File: src/rtl/mux_arb_pkg.sv
// Shared constants and FSM encoding for the 8-channel MUX/DMX arbiter.
package mux_arb_pkg;

  localparam int N_CH   = 8;
  localparam int ADDR_W = 3;

  localparam logic [1:0] ST_IDLE  = 2'd0;
  localparam logic [1:0] ST_GRANT = 2'd1;
  localparam logic [1:0] ST_GUARD = 2'd2;

endpackage

File: src/rtl/rr_priority_enc.sv
// Combinational round-robin picker: first set request above ptr, wrapping.
module rr_priority_enc
  import mux_arb_pkg::*;
(
  input  logic [N_CH-1:0]   req,
  input  logic [ADDR_W-1:0] ptr,
  output logic              valid,
  output logic [ADDR_W-1:0] idx
);

  logic [ADDR_W-1:0] shift;
  logic [2*N_CH-1:0] doubled;
  logic [N_CH-1:0]   rot;
  logic [ADDR_W-1:0] low;

  // Rotating by ptr+1 puts the channel just after the previous owner at bit 0.
  assign shift   = ptr + ADDR_W'(1);
  assign doubled = {req, req} >> shift;
  assign rot     = doubled[N_CH-1:0];

  always_comb begin
    low = '0;
    for (int i = N_CH - 1; i >= 0; i--) begin
      if (rot[i]) low = ADDR_W'(i);
    end
  end

  assign valid = |req;
  assign idx   = low + shift;

endmodule

File: src/rtl/mux_channel_arbiter.sv
// Round-robin burst arbiter driving the shared MUX/DMX channel address,
// with a one-cycle guard gap between grants.
module mux_channel_arbiter #(
  parameter int N_CH    = 8,
  parameter int ADDR_W  = 3,
  parameter int BURST_W = 4
) (
  input  logic               clk,
  input  logic               rst,
  input  logic [N_CH-1:0]    req,
  input  logic [BURST_W-1:0] burst_len,
  output logic [N_CH-1:0]    grant,
  output logic [ADDR_W-1:0]  addr,
  output logic               busy,
  output logic               last
);
  import mux_arb_pkg::ST_IDLE;
  import mux_arb_pkg::ST_GRANT;
  import mux_arb_pkg::ST_GUARD;

  logic [1:0]         state;
  logic [ADDR_W-1:0]  ptr;
  logic [BURST_W-1:0] cnt;
  logic               win_valid;
  logic [ADDR_W-1:0]  win_idx;

  rr_priority_enc u_enc (
    .req   (req),
    .ptr   (ptr),
    .valid (win_valid),
    .idx   (win_idx)
  );

  // The owner releasing its request ends the burst in the same cycle.
  assign busy = (state == ST_GRANT);
  assign last = busy && ((cnt == '0) || !req[addr]);

  always_ff @(posedge clk or posedge rst) begin
    if (rst) begin
      state <= ST_IDLE;
      grant <= '0;
      addr  <= '0;
      ptr   <= ADDR_W'(N_CH - 1);
      cnt   <= '0;
    end else begin
      case (state)
        ST_IDLE, ST_GUARD: begin
          grant <= '0;
          if (win_valid) begin
            grant <= N_CH'(1) << win_idx;
            addr  <= win_idx;
            ptr   <= win_idx;
            cnt   <= burst_len;
            state <= ST_GRANT;
          end else begin
            state <= ST_IDLE;
          end
        end
        ST_GRANT: begin
          if (last) begin
            grant <= '0;
            state <= ST_GUARD;
          end else begin
            cnt <= cnt - BURST_W'(1);
          end
        end
        default: begin
          grant <= '0;
          state <= ST_IDLE;
        end
      endcase
    end
  end

endmodule

File: config.mk
export PLATFORM = sky130hd
export DESIGN_NAME = mux_channel_arbiter
export DESIGN_NICKNAME = d
export VERILOG_FILES = /design/src/rtl/mux_arb_pkg.sv /design/src/rtl/rr_priority_enc.sv /design/src/rtl/mux_channel_arbiter.sv
export SDC_FILE = /design/constraint.sdc
export NUM_CORES = 1
export LEC_CHECK = 0
export BUFFER_PORTS_ARGS = -buffer_cell sky130_fd_sc_hd__buf_2
export CAP_MARGIN = 25
export CORE_ASPECT_RATIO = 0.5
export CORE_MARGIN = 2
export CORE_UTILIZATION = 37
export CTS_BUF_LIST = sky130_fd_sc_hd__clkbuf_16
export CTS_CLUSTER_SIZE = 24
export DETAILED_ROUTE_END_ITERATION = 16
export PLACE_DENSITY_LB_ADDON = 0.25
export SYNTH_ARGS = -nofsm -noshare
export SYNTH_HDL_FRONTEND = slang
export SYNTH_SLANG_ARGS = --single-unit
File: constraint.sdc
create_clock -name clk -period 7.5 [get_ports clk]
set_clock_uncertainty 0.2 [all_clocks]
set_input_delay 1.5 -clock clk [delete_from_list [all_inputs] [get_ports clk]]
set_output_delay 1.5 -clock clk [all_outputs]
set_load 0.02 [all_outputs]
==> summary.txt <==
STA
------------------------------------------------------------------------------
Setup WS post-layout                                                   2.93 ns
Period minus WS final                                                  4.57 ns
Final Setup Violations                                                       0
Final worst path period share                                            60.9%
Total negative slack for setup checks                                     0 ns
Final Max Slew Viols                                                         0
RSZ-0062 raised after global routing                                     false
Hold WS                                                               0.275 ns
Transition time of the tightest slew-check pin                        0.966 ns
Max Clk Rate                                                           219 MHz
Normalized max-slew margin                                               35.1%
Count of endpoints failing hold in the final timing report                   0

LOGIC SYNTHESIS
------------------------------------------------------------------------------
Most common library cells after synthesis                         17 x dfrtp_1, 17 x nor2_1, 15 x nand2_1
Share of the synthesized area in the top cell type                       26.1%
Dominant synthesized flop cell                                         dfrtp_1
Synth warnings                                                               0
Total of flip-flops plus latches after synthesis                            20
Distinct cell type count after synthesis                                    48
Number of enable-type register cells in the synthesized netlist              0
Number of standard cells after synthesis                                   175
Ys async rst share                                                        100%
Synthesized area per cell                                             9.32 µm²
Syn Std Cell Area                                                     1630 µm²
Largest cells by area after synthesis                             dfrtp_1 26%, mux4_2 11%, mux2i_1 4.9%
Mapped Nets                                                                193
Sequential element share of the synthesized area                         30.9%
Top cell type by total area after synthesis                            dfrtp_1

CLOCK TREE
------------------------------------------------------------------------------
Worst-path clk slew                                                    0.05 ns
Total of hold buffers inserted after clock tree synthesis                    0
# clock sinks                                                               20
Number of H-tree levels                                                      1
Maximum number of buffers from clock root to sink                            2
Root buf cell                                                        clkbuf_16
Num CTS Buffers                                                              3
Worst skew pair latency                                                0.25 ns
Post CTS Setup Buffer Count                                                  0
Post-cts sizing count                                                        0
TritonCTS clock tree                                                     built

FLOORPLAN
------------------------------------------------------------------------------
Die width                                                              97.9 µm
Floorplan Core Area                                                   4060 µm²
Die Area                                                              4990 µm²
Io pins                                                                     27
Row count                                                                   16
Initial Utilization                                                      40.1%
Vertical die dimension                                                 51.0 µm

DRT
------------------------------------------------------------------------------
Routed wire length per instance                                        15.2 µm
Wire length on met1                                                    1750 µm
Overall via count from detail_route                                       1459
Count of unresolved DRC violations after routing                             0
Highest metal layer used by the detailed router                           met4
Via count normalized by instance count                                    5.86
Routed wire length                                                     3780 µm
Number of detailed-route iterations in the first pass                        4
Residual antenna-violating net count after detailed routing                  0
Met3 routed WL                                                          220 µm
Met2 Routed Length                                                     1800 µm
Iter 0 DRT Violations                                                       55

FINAL LAYOUT
------------------------------------------------------------------------------
Fraction of layout cells with a size suffix above 1                      25.6%
Area growth syn-to-layout                                                14.6%
Number of diodes                                                             0
Number of fillers in the final layout                                      388
Finished Cell Area                                                    1870 µm²
Final-stage net count                                                      214

PLACED DESIGN
------------------------------------------------------------------------------
Worst slack after detailed placement                                   2.97 ns
Number of port buffers                                                      26
DPL Wire Length                                                        2760 µm
Final weighted congestion in routability-driven placement                0.905
Total cell area at the placement stage                                1790 µm²

GLOBAL ROUTE
------------------------------------------------------------------------------
Vias in the first global route                                            1420
Initial antenna violation count                                              0
Largest net degree at the start of global routing                           26
First-pass GRT wire length                                             6440 µm
Total grt overflow                                                           0
Global router's overall resource usage                                   15.7%

WORST SETUP PATH
------------------------------------------------------------------------------
Required time at the endpoint of the critical path                     7.40 ns
Critical path peak fanout                                                   25
Worst path top cell family by delay                                adder cells
CP startpoint kind                                                    register
Total buffers and inverters traversed by the critical path                   1
Library cell appearing most often on the critical path                    ha_1
Element type at the critical path end                                 register
Ordered list of cells on the worst path                           ha_1 > mux4_2 > o21bai_1 > a21oi_1 > o22ai_1 > o311ai_0 > ha_1 > inv_1 > fa_1 > xnor2_1 > xnor2_2 > o21ai_0
Critical path's largest stage delay                                    0.78 ns
Critical path's slowest cell                                           dfstp_2
Critical path class                                               register to register
Arr. time, crit path                                                   4.47 ns

FLOW RUN
------------------------------------------------------------------------------
Number of max-cap violations                                                 0

RUN STATUS
------------------------------------------------------------------------------
Result of the run                                                 finished, final reports clean

HOLD PATH
------------------------------------------------------------------------------
Kind of path behind the tightest hold check                       register to register

registers in the layout (all words and copies together), names as in the netlist:
name / count
ptr: 3
grant: 8
cnt: 4
addr: 3
state: 2
worst register-to-register path, delay by kind of cell, from the launching register on:
family,cells,cell delay [ns]
AO/OA/AOI/OAI,5,0.76
multiplexers,1,0.61
flip-flops,1,0.78
XOR/XNOR,2,0.62
adder cells (fa/ha/maj),3,1.40
buffers and inverters,1,0.05
layer usage:
layer | GRT usage [%] | up-vias
met1 | 21.4 | 716
met2 | 26.0 | 43
met5 | 0 | -
met4 | 5.09 | 0
met3 | 2.46 | 2
li1 | - | 698
worst paths after layout:
check                          from  cells past startpoint  slack (ns)       end
hold reg to reg            grant[7]                      2        0.27  grant[7]
min in group asynchronous       rst                      2        1.18  grant[3]
setup / recovery             ptr[0]                     12        2.93  grant[6]
setup reg to reg             ptr[0]                     12        2.93  grant[6]
max in group asynchronous       rst                      2        5.44    cnt[3]
hold / removal             grant[7]                      2        0.27  grant[7]
metrics by stage:
stage               instances  utilization [%]
floorplan                 175                -
global placement          245             44.1
detailed placement        245             44.1
CTS                       249             46.0
global route              249             46.0
finish                    249             46.0
logic make-up after synthesis:
family                   synth area share (%)
buffers and inverters                    5.52
multiplexers                             18.3
XOR/XNOR                                 3.07
AO/OA/AOI/OAI                            23.5
adder cells (fa/ha/maj)                  3.53
flip-flops                               30.9
AND/OR/NAND/NOR                          15.3
layout make-up:
cell class                 instances  area [µm²]  area share [%]
clock inverter                     1        3.75           0.201
timing repair buffer              27         138            7.36
sequential                        20         504            27.0
multi-input combinational        132        1040            55.5
inverter                          12        45.0            2.41
tap                               54        67.6            3.61
clock buffer                       3        75.1            4.01
cell usage in the layout, fill, tap and decap left out, types with 2 or more instances in the layout:
| cell | instances |
|---|---|
| ha_1 | 3 |
| nor3_1 | 2 |
| nand3_1 | 3 |
| a21oi_1 | 12 |
| nor2b_1 | 2 |
| inv_1 | 13 |
| or3_1 | 4 |
| or3b_1 | 2 |
| buf_2 | 26 |
| nor2_1 | 17 |
| a211oi_1 | 9 |
| a21o_1 | 2 |
| clkbuf_16 | 3 |
| mux4_2 | 8 |
| mux2i_1 | 8 |
| a31o_2 | 2 |
| nand2b_1 | 2 |
| o22ai_1 | 2 |
| dfstp_2 | 3 |
| a221o_1 | 2 |
| a22o_2 | 2 |
| xnor2_2 | 2 |
| nand2_1 | 15 |
| o21a_1 | 2 |
| dfrtp_1 | 17 |
| o31ai_1 | 4 |
| o21ai_0 | 8 |
Power is not shown: default switching activity piles up to over one toggle a cycle in this logic, so the estimate is an artifact.
